<file path="src/rtl/pwm_multi_ch.sv">
// -----------------------------------------------------------------------------
// pwm_multi_ch
// Multi-channel PWM peripheral on the tinyriscv peripheral bus. Every channel
// has its own PERIOD/DUTY shadow registers, a CTRL register and a STAT flag.
// PERIOD/DUTY are double-buffered: the counter works from active copies that
// only pick up new shadow values at a period boundary (or while disabled), so
// a bus write can never produce a truncated or stretched pulse.
//
// Ports
//   clk         system clock
//   rst         synchronous reset, active-high
//   we_i        write strobe, one cycle per write
//   write_addr  write address, [7:4] channel, [3:2] register
//   write_data  write data
//   read_addr   read address, [7:4] channel, [3:2] register
//   read_data   combinational register readback, zero-extended
//   pwm_o       registered PWM outputs, one bit per channel
//   irq_o       OR over channels of (FLAG & CTRL.IE)
//
// Register map per channel (offset = ch*16 + reg*4)
//   0 PERIOD  1 DUTY  2 CTRL {IE,INV,CTR,EN}  3 STAT {FLAG}, write 1 clears
// -----------------------------------------------------------------------------
module pwm_multi_ch #(
  parameter int CH_NUM = 4,
  parameter int CNT_W  = 16
) (
  input  logic              clk,
  input  logic              rst,
  input  logic              we_i,
  input  logic [31:0]       write_addr,
  input  logic [31:0]       write_data,
  input  logic [31:0]       read_addr,
  output logic [31:0]       read_data,
  output logic [CH_NUM-1:0] pwm_o,
  output logic              irq_o
);

  localparam logic [1:0] REG_PERIOD = 2'd0;
  localparam logic [1:0] REG_DUTY   = 2'd1;
  localparam logic [1:0] REG_CTRL   = 2'd2;
  localparam logic [1:0] REG_STAT   = 2'd3;

  localparam int CTRL_EN  = 0;
  localparam int CTRL_CTR = 1;
  localparam int CTRL_INV = 2;
  localparam int CTRL_IE  = 3;

  logic [3:0]        w_wr_ch;
  logic [1:0]        w_wr_reg;
  logic [3:0]        w_rd_ch;
  logic [1:0]        w_rd_reg;
  logic [31:0]       w_rd_word [CH_NUM];
  logic [CH_NUM-1:0] w_irq;
  logic              w_unused;

  assign w_wr_ch  = write_addr[7:4];
  assign w_wr_reg = write_addr[3:2];
  assign w_rd_ch  = read_addr[7:4];
  assign w_rd_reg = read_addr[3:2];

  // Only the low address byte and the low data bits are meaningful.
  assign w_unused = ^{write_addr, read_addr, write_data};

  for (genvar g = 0; g < CH_NUM; g++) begin : g_ch
    logic             w_wr_sel;
    logic [3:0]       w_ctrl_nxt;
    logic             w_reload;
    logic             w_raw;
    logic [31:0]      w_rd_val;

    logic [CNT_W-1:0] r_period_sh;
    logic [CNT_W-1:0] r_duty_sh;
    logic [CNT_W-1:0] r_period_a;
    logic [CNT_W-1:0] r_duty_a;
    logic [CNT_W-1:0] r_cnt;
    logic [3:0]       r_ctrl;
    logic             r_ctr_a;   // counting mode in force for the current period
    logic             r_dir;     // 0 = up, 1 = down (center mode only)
    logic             r_flag;
    logic             r_pwm;

    // Channels at or beyond CH_NUM have no generate instance, so writes to
    // them match nothing and are dropped.
    assign w_wr_sel   = we_i && (w_wr_ch == 4'(g));
    assign w_ctrl_nxt = (w_wr_sel && (w_wr_reg == REG_CTRL)) ? write_data[3:0] : r_ctrl;

    // Period boundary: edge mode at the top of the ramp, center mode at the
    // bottom of the down-slope.
    assign w_reload = r_ctr_a ? (r_dir && (r_cnt == '0)) : (r_cnt == r_period_a);
    assign w_raw    = r_ctrl[CTRL_EN] && (r_cnt < r_duty_a);

    // NOTE: sequential state is assigned with <= so every register samples
    // the pre-edge values of its neighbours, independent of statement order.
    always_ff @(posedge clk) begin
      // NOTE: every register is a plain flop, not a memory array, so all of
      // them can be cleared by reset without blocking RAM inference.
      if (rst) begin
        r_period_sh <= '0;
        r_duty_sh   <= '0;
        r_period_a  <= '0;
        r_duty_a    <= '0;
        r_cnt       <= '0;
        r_ctrl      <= '0;
        r_ctr_a     <= 1'b0;
        r_dir       <= 1'b0;
        r_flag      <= 1'b0;
        r_pwm       <= 1'b0;
      end else begin
        if (w_wr_sel && (w_wr_reg == REG_PERIOD)) r_period_sh <= write_data[CNT_W-1:0];
        if (w_wr_sel && (w_wr_reg == REG_DUTY))   r_duty_sh   <= write_data[CNT_W-1:0];
        r_ctrl <= w_ctrl_nxt;

        // A period end in the same cycle as a write-1-clear keeps the flag set.
        if (r_ctrl[CTRL_EN] && w_reload)
          r_flag <= 1'b1;
        else if (w_wr_sel && (w_wr_reg == REG_STAT) && write_data[0])
          r_flag <= 1'b0;

        r_pwm <= w_raw ^ r_ctrl[CTRL_INV];

        if (!r_ctrl[CTRL_EN]) begin
          // Idle: track the shadows so enabling starts with fresh values.
          // The incoming CTRL value is used so EN and CTR written together
          // start in the requested mode.
          r_cnt      <= '0;
          r_dir      <= 1'b0;
          r_period_a <= r_period_sh;
          r_duty_a   <= r_duty_sh;
          r_ctr_a    <= w_ctrl_nxt[CTRL_CTR];
        end else if (w_reload) begin
          // Reading the shadow here picks up its pre-edge value, so a PERIOD
          // write landing on the reload cycle only applies one period later.
          r_period_a <= r_period_sh;
          r_duty_a   <= r_duty_sh;
          r_ctr_a    <= r_ctrl[CTRL_CTR];
          r_dir      <= 1'b0;
          // Center mode spends the cnt=0 slot on this reload cycle, so the
          // next up-slope starts at 1 (or stays at 0 for a zero period).
          r_cnt      <= (r_ctr_a && r_ctrl[CTRL_CTR] && (r_period_sh != '0)) ? CNT_W'(1) : '0;
        end else if (r_ctr_a) begin
          if (!r_dir && (r_cnt == r_period_a)) begin
            r_dir <= 1'b1;
            r_cnt <= (r_period_a == '0) ? '0 : r_period_a - CNT_W'(1);
          end else if (r_dir) begin
            r_cnt <= r_cnt - CNT_W'(1);
          end else begin
            r_cnt <= r_cnt + CNT_W'(1);
          end
        end else begin
          r_cnt <= r_cnt + CNT_W'(1);
        end
      end
    end

    // NOTE: a default assignment ahead of the case keeps this block purely
    // combinational, with no inferred latch.
    always_comb begin
      w_rd_val = '0;
      case (w_rd_reg)
        REG_PERIOD: w_rd_val = 32'(r_period_sh);
        REG_DUTY:   w_rd_val = 32'(r_duty_sh);
        REG_CTRL:   w_rd_val = 32'(r_ctrl);
        REG_STAT:   w_rd_val = 32'(r_flag);
      endcase
    end

    assign w_rd_word[g] = (w_rd_ch == 4'(g)) ? w_rd_val : '0;
    assign w_irq[g]     = r_flag & r_ctrl[CTRL_IE];
    assign pwm_o[g]     = r_pwm;
  end

  // At most one channel word is non-zero; an unmatched channel reads 0.
  always_comb begin
    read_data = '0;
    for (int c = 0; c < CH_NUM; c++) read_data = read_data | w_rd_word[c];
  end

  assign irq_o = |w_irq;

endmodule

</file>
<file path="config.mk">
export PLATFORM = sky130hd
export DESIGN_NAME = pwm_multi_ch
export DESIGN_NICKNAME = d
export VERILOG_FILES = /design/src/rtl/pwm_multi_ch.sv
export SDC_FILE = /design/constraint.sdc
export NUM_CORES = 1
export LEC_CHECK = 0
export CAP_MARGIN = 0
export CORE_MARGIN = 1
export CORE_UTILIZATION = 60
export DETAILED_ROUTE_END_ITERATION = 6
export GPL_TIMING_DRIVEN = 0
export PLACE_DENSITY = 0.81
export SLEW_MARGIN = 20
export SYNTH_ARGS = -nofsm -noshare
export SYNTH_HDL_FRONTEND = slang
export SYNTH_SLANG_ARGS = --single-unit
</file>
<file path="constraint.sdc">
create_clock -name clk -period 3.1 [get_ports clk]
set_input_delay 0.465 -clock clk [delete_from_list [all_inputs] [get_ports clk]]
set_output_delay 0.465 -clock clk [all_outputs]
set_load 0.05 [all_outputs]
</file>
-- After elaboration in Yosys (flattened, before gate mapping)
Index checks and enable logic that the tools add are counted.
W data, S select, Z words.
- register bits: 352
- word-level logic and storage cells: 252
- add/subtract/negate cells: 12
- magnitude comparators: 4
- equal/unequal tests: 20
- multiplexer cells: 72
- bitwise logic cells: 15
- reduce and logical (&&, ||, !) cells: 85
- operator list (operator ; number):
    $mux W16 ; 36
    $pmux W32 S4 ; 4
    $logic_not A16 Y1 ; 8
    $mux W32 ; 4
    $sub A16 B1 Y16 const B ; 8
    $or A32 B32 Y32 ; 3
    $add A16 B1 Y16 const B ; 4
    $eq A16 B16 Y1 ; 4
    $lt A16 B16 Y1 ; 4
    $reduce_bool A16 Y1 ; 4
    $logic_and A1 B1 Y1 ; 48
    $mux W1 ; 24
    $eq A4 B2 Y1 const B ; 4
    $reduce_or A3 Y1 ; 4
    $eq A2 B2 Y1 const B ; 4
    $eq A4 B1 Y1 const B ; 2
    $logic_not A4 Y1 ; 2
    $mux W2 ; 4
    $ne A2 B2 Y1 const B ; 4
    $reduce_and A2 Y1 ; 4
    $reduce_bool A2 Y1 ; 4
    $reduce_or A2 Y1 ; 4
    $and A1 B1 Y1 ; 4
    $eq A2 B1 Y1 const B ; 2
    5 further kinds ; 15

-- Longest topological paths before layout
- word-level depth: 6
- mapped depth: 10
- gate-level depth less buffers: 8

-- Least setup slack after synthesis
No wires, ideal clock.
- path kind: input to output
- start: input port read_addr[3]
- end: output port read_data[1]
- arrival time: 2374 ps
- data required time: 2635 ps
- slack: 261 ps
- stages on the path: 6
- buffers on the path: 2
- cells stage by stage: buf_1 > clkbuf_1 > mux2i_1 > nor2_1 > a21oi_1 > o221ai_1
- word-level cells in the longest chain between the ends: 6
- ends and longest elaborated chain (what ; RTL line ; RTL):
    from (decl) ; 32 ; input logic [31:0] read_addr,
    $eq A2 B2 Y1 (tied with other cells) ; 159 ; case (w_rd_reg)
    $pmux W32 S4 ; 159 ;
    $mux W32 ; 167 ; assign w_rd_word[g] = (w_rd_ch == 4'(g)) ? w_rd_val : '0;
    $or A32 B32 Y32 (2 in series) ; 175 ; for (int c = 0; c < CH_NUM; c++) read_data = read_data | w_rd_word[c];
    $or A32 B32 Y32 (*) ; 175 ;
    to (decl) ; 33 ; output logic [31:0] read_data,
Every way passes the cells marked *; elsewhere a longest branch is shown, timed or not. The select of a mux whose other input is x is not followed.

-- Worst setup path after layout
- start: input port read_addr[2]
- end: output port read_data[14]
Same word-level chain as after synthesis.

==> run_results.csv <==
group,metric,value,unit
run_status,status,"finished with violations",
run_status,failed_checks,"negative setup slack",
clock_network,cts_tree,"done",
logic_synthesis,synth_area_leader_cell,"dfxtp_1",
clock_network,h-tree-depth,2,
die,core,0.03370,sq mm
clock_network,cts_buffers,39,
global_routing,grt_overflow_total,0,
critical_path,start_kind,"primary input",
hold_path,hold_path.class,"in -> reg",
timing,max_freq,322.2,MHz
detailed_routing,vias_per_cell,6.241,
place,io_buffers,38,
detailed_routing,wl_per_cell,20.92,um
die,rows,67,
logic_synthesis,avgSynthCellArea,7.909,sq um
finish,final_core_util,68.69,%
global_routing,grt.total_usage,37.13,%
timing,fin_ws,-3.693,ps
logic_synthesis,yosysWarnings,0,
logic_synthesis,synth_edf_count,0,
logic_synthesis,yosys.cell_count.top_type,"nand2_1",
timing,finalSetupViolCount,1,
critical_path,cp-end-kind,"primary output",
logic_synthesis,synth-seq-cells,352,
timing,rsz0062_at_grt,"yes",
timing,fin_skew,23.07,ps
timing,period_share,100.1,%
power,pwr_density_cell,424.1,mW/mm^2
logic_synthesis,netlist_area,0.02068,sq mm
detailed_routing,route.detailed.drc,0,
detailed_routing,ant_nets,0,
power,ir_worst_vdd,0.5072,mV
clock_network,hold_buffers,0,
place,dp_hpwl,49430,um
timing,hold_viol_final,0,
logic_synthesis,synth_common_cells,"nand2_1 (430), dfxtp_1 (352), nor2_1 (242)",
clock_network,clock_latency,540,ps
global_routing,antenna_found_initial,1,
detailed_routing,drtIter0Drc,2579,
clock_network,cts_buffer_depth,3,
logic_synthesis,synth_area_leaders,"dfxtp_1 (34%), mux2i_1 (8.8%), nand2_1 (7.8%), xnor2_1 (5.3%), ha_1 (4.8%)",
timing,worst_pin_slew,957.9,ps
critical_path,worstPathArrival,2640,ps
finish,area.growth.synth_to_final,11.92,%
clock_network,root_buffer,"clkbuf_16",
timing,drv_slew,0,
place,dp.cells,3116,
die,fp.dieH,187.7,um
global_routing,grt_max_degree,15,
logic_synthesis,yosys.area.top_type_share,34.07,%
timing,period_minus_slack,3104,ps
clock_network,cts_sinks,352,
finish,fin_nets,2893,
die,die-area,0.03522,sq mm
die,io_pins,136,
place,finalWeightedCongestion,1.013,
timing,slew_headroom,36.14,%
finish,drive_above_1_share,8.835,%
logic_synthesis,synth_cells,2615,
finish,layout.cells.non_filler,3188,
detailed_routing,via_count,19900,
die,start_util,61.37,%
logic_synthesis,ys.flop_type,"dfxtp_1",
detailed_routing,drt_first_pass_iters,7,
power,leakagePower,9.020,nW
logic_synthesis,synth_async_sr_flop_share,0,%
logic_synthesis,ys_types,76,
clock_network,clk_pin_slew,60,ps
die,die_w,187.7,um
global_routing,grt_pass1_vias,19130,
logic_synthesis,synth.yosys.seq_area_share,34.07,%
global_routing,grt_first_pass_wirelength,104300,um
critical_path,cp.required,2630,ps
detailed_routing,wirelength,66680,um
critical_path,path_max_fanout,10,
job,maxCapViolCount,0,
critical_path,critPathKind,"in -> out",
where the power goes:
part           leakage [nW]  internal (W)  switching (W)
Combinational          5.55      0.000126       0.000348
Sequential             2.83       0.00453      0.0000143
Clock                 0.636       0.00284        0.00195
path summary, 6_finish.rpt:
path                                     startpoint  cells past startpoint                    to  slack, ps
worst max register to register    g_ch[1].r_cnt[10]                      9      g_ch[1].r_cnt[3]        120
worst max-delay path                   read_addr[2]                      7         read_data[14]         -4
worst min register to register  g_ch[2].r_duty_a[5]                      2   g_ch[2].r_duty_a[5]        460
worst min-delay path                  write_data[6]                      3  g_ch[3].r_duty_sh[6]        400
metrics by stage:
step,hold WS [ps],setup slack (ps),setup TNS (ps),total power (W),cell area [sq um]
after floorplan,431.9,260.6,0,0.004925,20740
after global placement,443.8,-1264,-53620,0.005086,21680
after detailed placement,451.2,-1263,-57180,0.005090,21680
after CTS,373.7,3.999,0,0.009779,23010
after global routing,401.9,-24.54,-25.12,0.01001,23150
final,400.1,-3.693,-3.693,0.009817,23150
layout make-up:
type                            instances  area [sq um]
Antenna cell                            1         2.502
Fill cell                            2805         10550
Clock buffer                           52          1107
Buffer                                221          1036
Inverter                               92         345.3
Multi-Input combinational cell       1965         12500
Sequential cell                       352          7047
Timing Repair Buffer                   43         369.1
Clock inverter                         14         183.9
Tap cell                              448         560.5
per-layer routing:
layer  wire length (um)  vias up  global-route usage [%]  share of wire (%)
met5                  0        -                       0                  0
met4               2874        0                   14.67                4.3
met3               7889      217                   8.759                 12
met2              29040     1234                   57.85                 44
met1              26880     9274                   49.49                 40
li1                   -     9170                       -                  -
cells in the final DEF, fill, tap and decap left out, types with 58 or more instances in the layout:
cell,instances
ha_1,80
dfxtp_1,352
a21oi_1,196
nor2_1,241
nand3_1,58
nand2_1,429
xor2_1,84
inv_1,92
mux2i_1,176
xnor2_1,124
clkbuf_1,142
critical path, stage by stage:
cell and delay [ps]:
clkbuf_1 280, clkbuf_2 320, buf_4 320, mux2i_2 390, o22ai_1 150, or2_2 340, clkdlybuf4s18_2 360
sequential cells by signal (all words and copies together), names as in the netlist:
| register | cells |
|---|---|
| g_ch.r_period_sh | 64 |
| g_ch.r_duty_sh | 64 |
| g_ch.r_ctrl | 16 |
| g_ch.r_duty_a | 64 |
| g_ch.r_pwm | 4 |
| g_ch.r_flag | 4 |
| g_ch.r_period_a | 64 |
| g_ch.r_ctr_a | 4 |
| g_ch.r_dir | 4 |
| g_ch.r_cnt | 64 |
what timing repair did:
action | in CTS | in global routing
resized for setup | 100 | 39
setup endpoints to repair | 39 | 129
pin swaps | 0 | 2
hold endpoints to repair | 0 | 0
setup buffers | 1 | 4
kinds of logic after synthesis:
kind of cell               count (synthesis)  share of synthesized area (%)
DFF                                      352                          34.07
buffers and inverters                    313                          6.455
and+or+nand+nor                         1022                          22.72
other                                      1                        0.01813
adders and majority gates                 80                          4.840
muxes                                    188                          9.244
xor gates and xnor gates                 208                          8.808
AOI/OAI and AO/OA                        451                          13.85
(Power assumes the default switching activity.)
